### src/rtl/usb_tx_encoder_if.sv
// Byte-side handshake, bit-timer strobe and line/status outputs of the
// USB transmit encoder, bundled so the packet controller and the encoder
// share one connection.
interface usb_tx_encoder_if;
  logic       shift_enable;
  logic       tx_valid;
  logic [7:0] tx_data;
  logic       tx_last;
  logic       tx_ready;
  logic       pause;
  logic       busy;
  logic       eop_done;
  logic       underrun;
  logic       dplus_out;
  logic       dminus_out;

  // Upstream side: packet controller plus bit timer.
  modport master (
    output shift_enable, tx_valid, tx_data, tx_last,
    input  tx_ready, pause, busy, eop_done, underrun, dplus_out, dminus_out
  );

  // Encoder side.
  modport slave (
    input  shift_enable, tx_valid, tx_data, tx_last,
    output tx_ready, pause, busy, eop_done, underrun, dplus_out, dminus_out
  );
endinterface

### src/rtl/usb_tx_encoder.sv
// USB transmit serial back end: one-byte holding buffer, LSB-first shifter,
// bit stuffing after six consecutive ones, NRZI line coding and EOP
// generation (SE0, SE0, J). Line outputs are registered and change only on
// edges that sample shift_enable high.
module usb_tx_encoder (
  input  logic              clk,
  input  logic              rst,
  usb_tx_encoder_if.slave   bus
);

  typedef enum logic [2:0] {
    IDLE      = 3'd0,
    DATA      = 3'd1,
    STUFF     = 3'd2,
    EOP_SE0_1 = 3'd3,
    EOP_SE0_2 = 3'd4,
    EOP_J     = 3'd5
  } state_t;

  state_t     r_state;
  state_t     w_state_next;

  // Holding buffer.
  logic [7:0] r_buf_data;
  logic       r_buf_last;
  logic       r_buf_full;

  // Shifter; r_bit_idx is the index of the data bit currently on the line.
  logic [7:0] r_sh_data;
  logic       r_sh_last;
  logic [2:0] r_bit_idx;
  logic [2:0] r_ones_cnt;

  logic       r_dp;
  logic       r_dm;
  logic       r_eop_done;
  logic       r_underrun;

  logic [7:0] w_sh_data_next;
  logic       w_sh_last_next;
  logic [2:0] w_bit_idx_next;
  logic [2:0] w_ones_cnt_next;
  logic       w_dp_next;
  logic       w_dm_next;
  logic       w_eop_done_next;
  logic       w_underrun_next;
  logic       w_accept;
  logic       w_move;
  logic       w_load;
  logic       w_send;
  logic       w_bit;
  logic [2:0] w_bit_idx_inc;

  assign w_accept      = bus.tx_valid & ~r_buf_full;
  assign w_bit_idx_inc = r_bit_idx + 3'd1;

  // State register; reset puts the line back to idle J at once.
  always_ff @(posedge clk or posedge rst) begin
    if (rst) r_state <= IDLE;
    else     r_state <= w_state_next;
  end

  // Next-state and datapath decisions, evaluated only on bit-time strobes.
  always_comb begin
    w_state_next    = r_state;
    w_sh_data_next  = r_sh_data;
    w_sh_last_next  = r_sh_last;
    w_bit_idx_next  = r_bit_idx;
    w_ones_cnt_next = r_ones_cnt;
    w_dp_next       = r_dp;
    w_dm_next       = r_dm;
    w_eop_done_next = 1'b0;
    w_underrun_next = 1'b0;
    w_move          = 1'b0;
    w_load          = 1'b0;
    w_send          = 1'b0;
    w_bit           = 1'b0;

    if (bus.shift_enable) begin
      case (r_state)
        IDLE: begin
          if (r_buf_full) w_load = 1'b1;
        end
        DATA, STUFF: begin
          if (r_state == DATA && r_ones_cnt == 3'd6) begin
            // Stuffed zero: toggle, bit index stays put.
            w_state_next    = STUFF;
            w_dp_next       = ~r_dp;
            w_dm_next       = ~r_dm;
            w_ones_cnt_next = 3'd0;
          end else if (r_bit_idx == 3'd7) begin
            // Byte boundary: chain, end the packet, or abort it.
            if (!r_sh_last && r_buf_full) begin
              w_load = 1'b1;
            end else begin
              w_underrun_next = ~r_sh_last;
              w_state_next    = EOP_SE0_1;
              w_dp_next       = 1'b0;
              w_dm_next       = 1'b0;
            end
          end else begin
            w_state_next   = DATA;
            w_bit_idx_next = w_bit_idx_inc;
            w_send         = 1'b1;
            w_bit          = r_sh_data[w_bit_idx_inc];
          end
        end
        EOP_SE0_1: begin
          w_state_next = EOP_SE0_2;
        end
        EOP_SE0_2: begin
          w_state_next = EOP_J;
          w_dp_next    = 1'b1;
          w_dm_next    = 1'b0;
        end
        EOP_J: begin
          w_state_next    = IDLE;
          w_eop_done_next = 1'b1;
          w_ones_cnt_next = 3'd0;
        end
        default: begin
          w_state_next = IDLE;
        end
      endcase

      // Pull the buffered byte into the shifter and put its bit 0 out now.
      if (w_load) begin
        w_move         = 1'b1;
        w_state_next   = DATA;
        w_sh_data_next = r_buf_data;
        w_sh_last_next = r_buf_last;
        w_bit_idx_next = 3'd0;
        w_send         = 1'b1;
        w_bit          = r_buf_data[0];
      end

      // NRZI: a zero toggles J/K, a one holds and extends the run of ones.
      if (w_send) begin
        if (w_bit) begin
          w_ones_cnt_next = r_ones_cnt + 3'd1;
        end else begin
          w_ones_cnt_next = 3'd0;
          w_dp_next       = ~r_dp;
          w_dm_next       = ~r_dm;
        end
      end
    end
  end

  // Datapath, holding buffer and registered line/pulse outputs.
  always_ff @(posedge clk or posedge rst) begin
    if (rst) begin
      r_buf_data <= 8'h00;
      r_buf_last <= 1'b0;
      r_buf_full <= 1'b0;
      r_sh_data  <= 8'h00;
      r_sh_last  <= 1'b0;
      r_bit_idx  <= 3'd0;
      r_ones_cnt <= 3'd0;
      r_dp       <= 1'b1;
      r_dm       <= 1'b0;
      r_eop_done <= 1'b0;
      r_underrun <= 1'b0;
    end else begin
      if (w_accept) begin
        r_buf_data <= bus.tx_data;
        r_buf_last <= bus.tx_last;
      end
      r_buf_full <= w_accept | (r_buf_full & ~w_move);
      r_sh_data  <= w_sh_data_next;
      r_sh_last  <= w_sh_last_next;
      r_bit_idx  <= w_bit_idx_next;
      r_ones_cnt <= w_ones_cnt_next;
      r_dp       <= w_dp_next;
      r_dm       <= w_dm_next;
      r_eop_done <= w_eop_done_next;
      r_underrun <= w_underrun_next;
    end
  end

  assign bus.tx_ready   = ~r_buf_full;
  assign bus.pause      = (r_state == STUFF);
  assign bus.busy       = (r_state != IDLE);
  assign bus.eop_done   = r_eop_done;
  assign bus.underrun   = r_underrun;
  assign bus.dplus_out  = r_dp;
  assign bus.dminus_out = r_dm;

endmodule

### src/flat_wrapper.sv
// flat-port wrapper written by rule: the top's interface ports become plain ports
module usb_tx_encoder_flat 
  (clk, rst, bus_shift_enable, bus_tx_valid, bus_tx_data, bus_tx_last, bus_tx_ready, bus_pause, bus_busy, bus_eop_done, bus_underrun, bus_dplus_out, bus_dminus_out);
  usb_tx_encoder_if bus_i ();
  input  logic clk;
  input  logic rst;
  input wire logic [$bits(bus_i.shift_enable)-1:0] bus_shift_enable;
  input wire logic [$bits(bus_i.tx_valid)-1:0] bus_tx_valid;
  input wire logic [$bits(bus_i.tx_data)-1:0] bus_tx_data;
  input wire logic [$bits(bus_i.tx_last)-1:0] bus_tx_last;
  output wire logic [$bits(bus_i.tx_ready)-1:0] bus_tx_ready;
  output wire logic [$bits(bus_i.pause)-1:0] bus_pause;
  output wire logic [$bits(bus_i.busy)-1:0] bus_busy;
  output wire logic [$bits(bus_i.eop_done)-1:0] bus_eop_done;
  output wire logic [$bits(bus_i.underrun)-1:0] bus_underrun;
  output wire logic [$bits(bus_i.dplus_out)-1:0] bus_dplus_out;
  output wire logic [$bits(bus_i.dminus_out)-1:0] bus_dminus_out;
  assign bus_i.shift_enable = bus_shift_enable;
  assign bus_i.tx_valid = bus_tx_valid;
  assign bus_i.tx_data = bus_tx_data;
  assign bus_i.tx_last = bus_tx_last;
  assign bus_tx_ready = bus_i.tx_ready;
  assign bus_pause = bus_i.pause;
  assign bus_busy = bus_i.busy;
  assign bus_eop_done = bus_i.eop_done;
  assign bus_underrun = bus_i.underrun;
  assign bus_dplus_out = bus_i.dplus_out;
  assign bus_dminus_out = bus_i.dminus_out;
  usb_tx_encoder u_core (.clk(clk), .rst(rst), .bus(bus_i));
endmodule
### config.mk
export PLATFORM = sky130hd
export DESIGN_NAME = usb_tx_encoder_flat
export DESIGN_NICKNAME = d
export VERILOG_FILES = /design/src/rtl/usb_tx_encoder_if.sv /design/src/rtl/usb_tx_encoder.sv /design/src/flat_wrapper.sv
export SDC_FILE = /design/constraint.sdc
export NUM_CORES = 1
export LEC_CHECK = 0
export ABC_CLOCK_PERIOD_IN_PS = 2340
export CORE_MARGIN = 2
export CORE_UTILIZATION = 25
export DETAILED_ROUTE_END_ITERATION = 10
export HOLD_SLACK_MARGIN = 0.15
export PLACE_DENSITY = 0.47
export SKIP_CTS_REPAIR_TIMING = 1
export SYNTH_ARGS = -nofsm -noshare
export SYNTH_HDL_FRONTEND = slang
export SYNTH_SLANG_ARGS = --single-unit
### constraint.sdc
create_clock -name clk -period 2.34 [get_ports clk]
set_input_delay 0.585 -clock clk [delete_from_list [all_inputs] [get_ports clk]]
set_output_delay 0.585 -clock clk [all_outputs]
set_load 0.02 [all_outputs]
; Word-level counts from Yosys, hierarchy flattened
; Cells that the tools add are included.
; Widths: inputs -> output; s select.
[classes]
add_sub_neg = 2
order_cmp = 1
n_eq_ne = 12
n_mux = 52
bitwise = 8
reduce_logical = 12
[ops]
columns = operator, n
row1 = $mux 1, 35
row2 = $mux 3, 11
row3 = $eq 3x3->1 const B, 4
row4 = $pmux 3 s4, 1
row5 = $add 3x1->3 const B, 2
row6 = $eq 3x2->1 const B, 2
row7 = $pmux 1 s2, 3
row8 = $pmux 3 s2, 1
row9 = $reduce_and 3->1, 2
row10 = $reduce_bool 3->1, 2
row11 = $ne 5x4->1 const B, 1
row12 = $not 1->1, 5
row13 = $lt 3x4->1 const B, 1
row14 = $ne 2x2->1 const B, 2
row15 = $reduce_and 4->1, 1
row16 = $bmux 1 s3, 1
row17 = $eq 3x1->1 const B, 1
row18 = $logic_not 3->1, 1
row19 = $ne 3x1->1 const B, 1
row20 = $and 1x1->1, 2
row21 = $logic_and 1x1->1, 2
row22 = $ne 2x1->1 const B, 1
row23 = $reduce_and 2->1, 1
row24 = $reduce_bool 2->1, 1
row25 = 3 further kinds, 3
[word_totals]
reg_bits = 32
input_bits = 13
out_inout_bits = 7
word_cells = 99

; Depth between registers and ports, before layout
[depth]
depth_word = 12
ltp_mapped = 9
ltp_nobuf = 8

; Least setup slack after synthesis
; No wires, ideal clock.
[synth_timing]
kind = register -> register
start = register u_core.r_bit_idx[0]
end = register u_core.r_sh_data[1]
setup_ns = 0.125
t_arrival_ns = 1.831
required_time_ns = 2.215
path_slack_ns = 0.384
path_stages_with_launch = 9
n_path_buf = 1
period_less_slack_ns = 1.956
path_cell_list = dfrtp_1 > ha_1 > ha_1 > nand2b_1 > nand2_1 > a31o_4 > nand2_4 > buf_6 > mux2_4
[synth_between]
elab_chain_len = 6
[synth_lines]
columns = element, line_no
row1 = "start, declared", usb_tx_encoder.sv:31  ; logic [2:0] r_bit_idx;
row2 = "start signal, assigned", usb_tx_encoder.sv:172  ; r_bit_idx <= w_bit_idx_next;
row3 = $eq 3x3->1, usb_tx_encoder.sv:91  ; end else if (r_bit_idx == 3'd7) begin
row4 = $mux 1, usb_tx_encoder.sv:91
row5 = $mux 1, usb_tx_encoder.sv:85  ; if (r_state == DATA && r_ones_cnt == 3'd6) begin
row6 = $pmux 1 s2, usb_tx_encoder.sv:80  ; case (r_state)
row7 = $mux 1, usb_tx_encoder.sv:79  ; if (bus.shift_enable) begin
row8 = $reduce_and 2->1 (no source line), -
row9 = "end signal, assigned", usb_tx_encoder.sv:170  ; r_sh_data <= w_sh_data_next;
row10 = "end, declared", usb_tx_encoder.sv:29  ; logic [7:0] r_sh_data;
; No other way between the ends. The select of a mux whose other input is x is not followed.
; A chain may end at the register's enable or synchronous reset.

; Worst setup path in the final report
[layout_timing]
start = register u_core.r_state[0]
end = output port bus_pause
[layout_between]
elab_chain_len = 1
[layout_lines]
columns = element, line_no
row1 = "start, declared", usb_tx_encoder.sv:20  ; state_t r_state;
row2 = "start signal, assigned", usb_tx_encoder.sv:60  ; else r_state <= w_state_next;
row3 = $eq 3x2->1, usb_tx_encoder.sv:182  ; assign bus.pause = (r_state == STUFF);
row4 = "end, declared", flat_wrapper.sv:12  ; output wire logic [$bits(bus_i.pause)-1:0] bus_pause;
; No other way between the ends.

==> results.json <==
{
  "io_buffers": 19,
  "drt-initial-drc-count": 27,
  "synth_edf_count": 0,
  "nFillCells": 689,
  "setup_slack_ns": 0.0617,
  "drv_slew": 0,
  "pre_cts_slack_ns": 0.210,
  "synth.top_cell.area_share_pct": 44.5,
  "ir_drop_uv": 392,
  "start_util_pct": 25.8,
  "synthMuxAreaShare_pct": 14.8,
  "synthesis.area_mm2": 0.00174,
  "drive_above_1_share_pct": 24.6,
  "layout_common_cells": "dfrtp_1, clkdlybuf4s50_1, nand2_1",
  "place.gp.congestion": 0.764,
  "viasPerCell": 4.62,
  "clkTransAtPathRegs_ns": 0.08,
  "finClkSkew_ns": 0.00930,
  "ys_seq_area_share_pct": 46.0,
  "synth_area_leader_cell": "dfrtp_1",
  "synthFlopType": "dfrtp_1",
  "std_cell_rows": 30,
  "clk_latency_ns": 0.29,
  "slew_headroom_pct": 72.2,
  "worst_pin_slew_ns": 0.416,
  "power.internal_mw": 1.79,
  "cp.arrival_ns": 1.69,
  "fin_nets": 199,
  "yosys.cell_types.count": 49,
  "mostFrequentLayoutCell": "dfrtp_1",
  "fp.dieArea_mm2": 0.00766,
  "grtUsageTotal_pct": 10.0,
  "grt_pass1_vias": 1188,
  "antenna_left": 0,
  "grt_max_degree": 33,
  "drcViolationCount": 0,
  "p_clk_share_pct": 19.2,
  "p_leak_nw": 0.960,
  "syn_inst": 157,
  "synth.avg_cell_area_um2": 11.1,
  "synthAdderAreaFrac_pct": 2.87,
  "drv_cap": 0,
  "diodes": 0,
  "synth_seq_cells": 32,
  "setup_viol": 0,
  "cp_max_fo": 7,
  "startpoint_type": "flip-flop",
  "final_util_pct": 31.9,
  "hold_start": "u_core.r_buf_data[2]$_DFFE_PP0P_",
  "cts_buffers": 5,
  "routedWlPerCell_um": 12.7,
  "routed_wl_mm": 3.35,
  "yosys_warnings": 0,
  "r2r-start": "u_core.r_bit_idx[0]$_DFFE_PP0P_",
  "crit_type": "reg2out",
  "min_path_type": "reg2reg",
  "synthSimpleGateAreaFrac_pct": 15.9,
  "die_h_um": 87.5,
  "synthToLayoutAreaGrowth_pct": 23.5,
  "min_period_over_period_pct": 97.4,
  "async_reset_ff_share_pct": 100,
  "synth_top_family_by_area": "simple AND/OR/NAND/NOR gates",
  "crit_start": "u_core.r_state[0]$_DFFE_PP0P_",
  "status": "finished clean",
  "die_w_um": 87.5,
  "clock-sinks": 32,
  "synthesis.nets": 174,
  "switching_share_pct": 35.6,
  "finalCriticalPeriod_ns": 2.28,
  "finalHoldViolations": 0,
  "p_per_area_mw_per_mm2": 1290,
  "core_area_mm2": 0.00676,
  "overflow": 0,
  "io_pins": 20,
  "required_ns": 1.75,
  "p_sw_mw": 0.986,
  "dp_hpwl_mm": 2.44,
  "drtPass1Iterations": 4,
  "synth_compound_area_share_pct": 15.8,
  "htreeDepth": 2,
  "endpoint_kind": "output pin",
  "synth_area_leaders": "dfrtp_1, mux2_2, mux2_4",
  "combPwrFrac_pct": 45.6,
  "grt_pass1_wl_mm": 5.75,
  "seq_power_share_pct": 35.3,
  "synth-xor-area-share_pct": 0,
  "cts-root-buf": "clkbuf_8",
  "antenna_found_initial": 0,
  "cts_buffer_depth": 2,
  "vias": 1214,
  "fmax_mhz": 439,
  "tritoncts": "done"
}
==> power by group through the flow <==
stage               clock network (mW)  registers, mW  logic [mW]
floorplan                            0          0.949        1.01
global placement                     0          0.992        1.27
detailed placement                   0          0.990        1.28
CTS                              0.554          0.979        1.29
global route                     0.581           1.02        1.40
finish                           0.532          0.977        1.26
==> path summary, 6_finish.rpt <==
kind                                                          end  slack [ns]  cells after the start
worst min register to register    u_core.r_sh_data[2]$_DFFE_PP0P_        0.50                      1
min in group asynchronous       u_core.bus.dminus_out$_DFFE_PP0P_        0.68                      3
worst max register to register    u_core.r_sh_data[6]$_DFFE_PP0P_        0.24                      7
worst max-delay path                                    bus_pause        0.06                      2
max in group asynchronous        u_core.bus.dplus_out$_DFFE_PP1P_        1.34                      3
worst min-delay path              u_core.r_sh_data[2]$_DFFE_PP0P_        0.50                      1
==> layer usage <==
metal | share of wire [%] | up-vias | GRT usage [%]
li1 | - | 616 | -
met2 | 45 | 23 | 14.5
met3 | 4.1 | 2 | 4.17
met5 | 0 | - | 0
met1 | 50 | 573 | 13.5
met4 | 0.95 | 0 | 3.36
==> kinds of logic after synthesis <==
family / Yosys count
fa+ha+maj: 4
buf+inv: 16
compound gates: 35
flops: 32
simple gates: 49
mux: 21
==> through the flow <==
stage          setup TNS [ns]  power (mW)  std cells  area (um^2)  hold WS (ns)
4_1_cts                -0.122        2.82        263         2150         0.512
3_3_place_gp                0        2.26        255         2030         0.474
2_1_floorplan               0        1.96        157         1740         0.449
5_1_grt              -0.00876        3.00        263         2150         0.524
6_report                    0        2.77        263         2150         0.504
3_5_place_dp                0        2.27        255         2030         0.489
==> Yosys cell counts, types with 2 or more instances <==
cell and number:
nor4_1 2, a21oi_1 5, nor2b_1 4, nor2_1 5
a21o_1 2, mux2_2 10, ha_1 4, nand2_1 16
nand3_1 3, mux2_4 7, and2b_1 3, o311ai_2 2
a31oi_1 2, o21ai_2 2, mux2i_1 4, buf_4 3
dfrtp_1 31, o21ai_0 9, nand2b_1 5, inv_1 8
buf_2 2
==> cell type report <==
class / count / area (um^2) / share of cell area [%]
Sequential cell: 32 / 802 / 37.2
Clock buffer: 5 / 68.8 / 3.20
Inverter: 8 / 30.0 / 1.39
Multi-Input combinational cell: 109 / 865 / 40.2
Clock inverter: 3 / 42.5 / 1.98
Timing Repair Buffer: 26 / 245 / 11.4
Tap cell: 80 / 100 / 4.65
==> flip-flops by register name, summed over array words and instances, names as in the netlist, 3 cells and up <==
name / cells
u_core.r_ones_cnt: 3
u_core.r_sh_data: 8
u_core.r_buf_data: 8
u_core.r_bit_idx: 3
u_core.r_state: 3
==> critical path, cell delays in order, from the launching register on <==
cell	delay, ns
dfrtp_1	0.45
nor3b_2	0.29
clkdlybuf4s50_1	0.66
(Power assumes the default switching activity.)
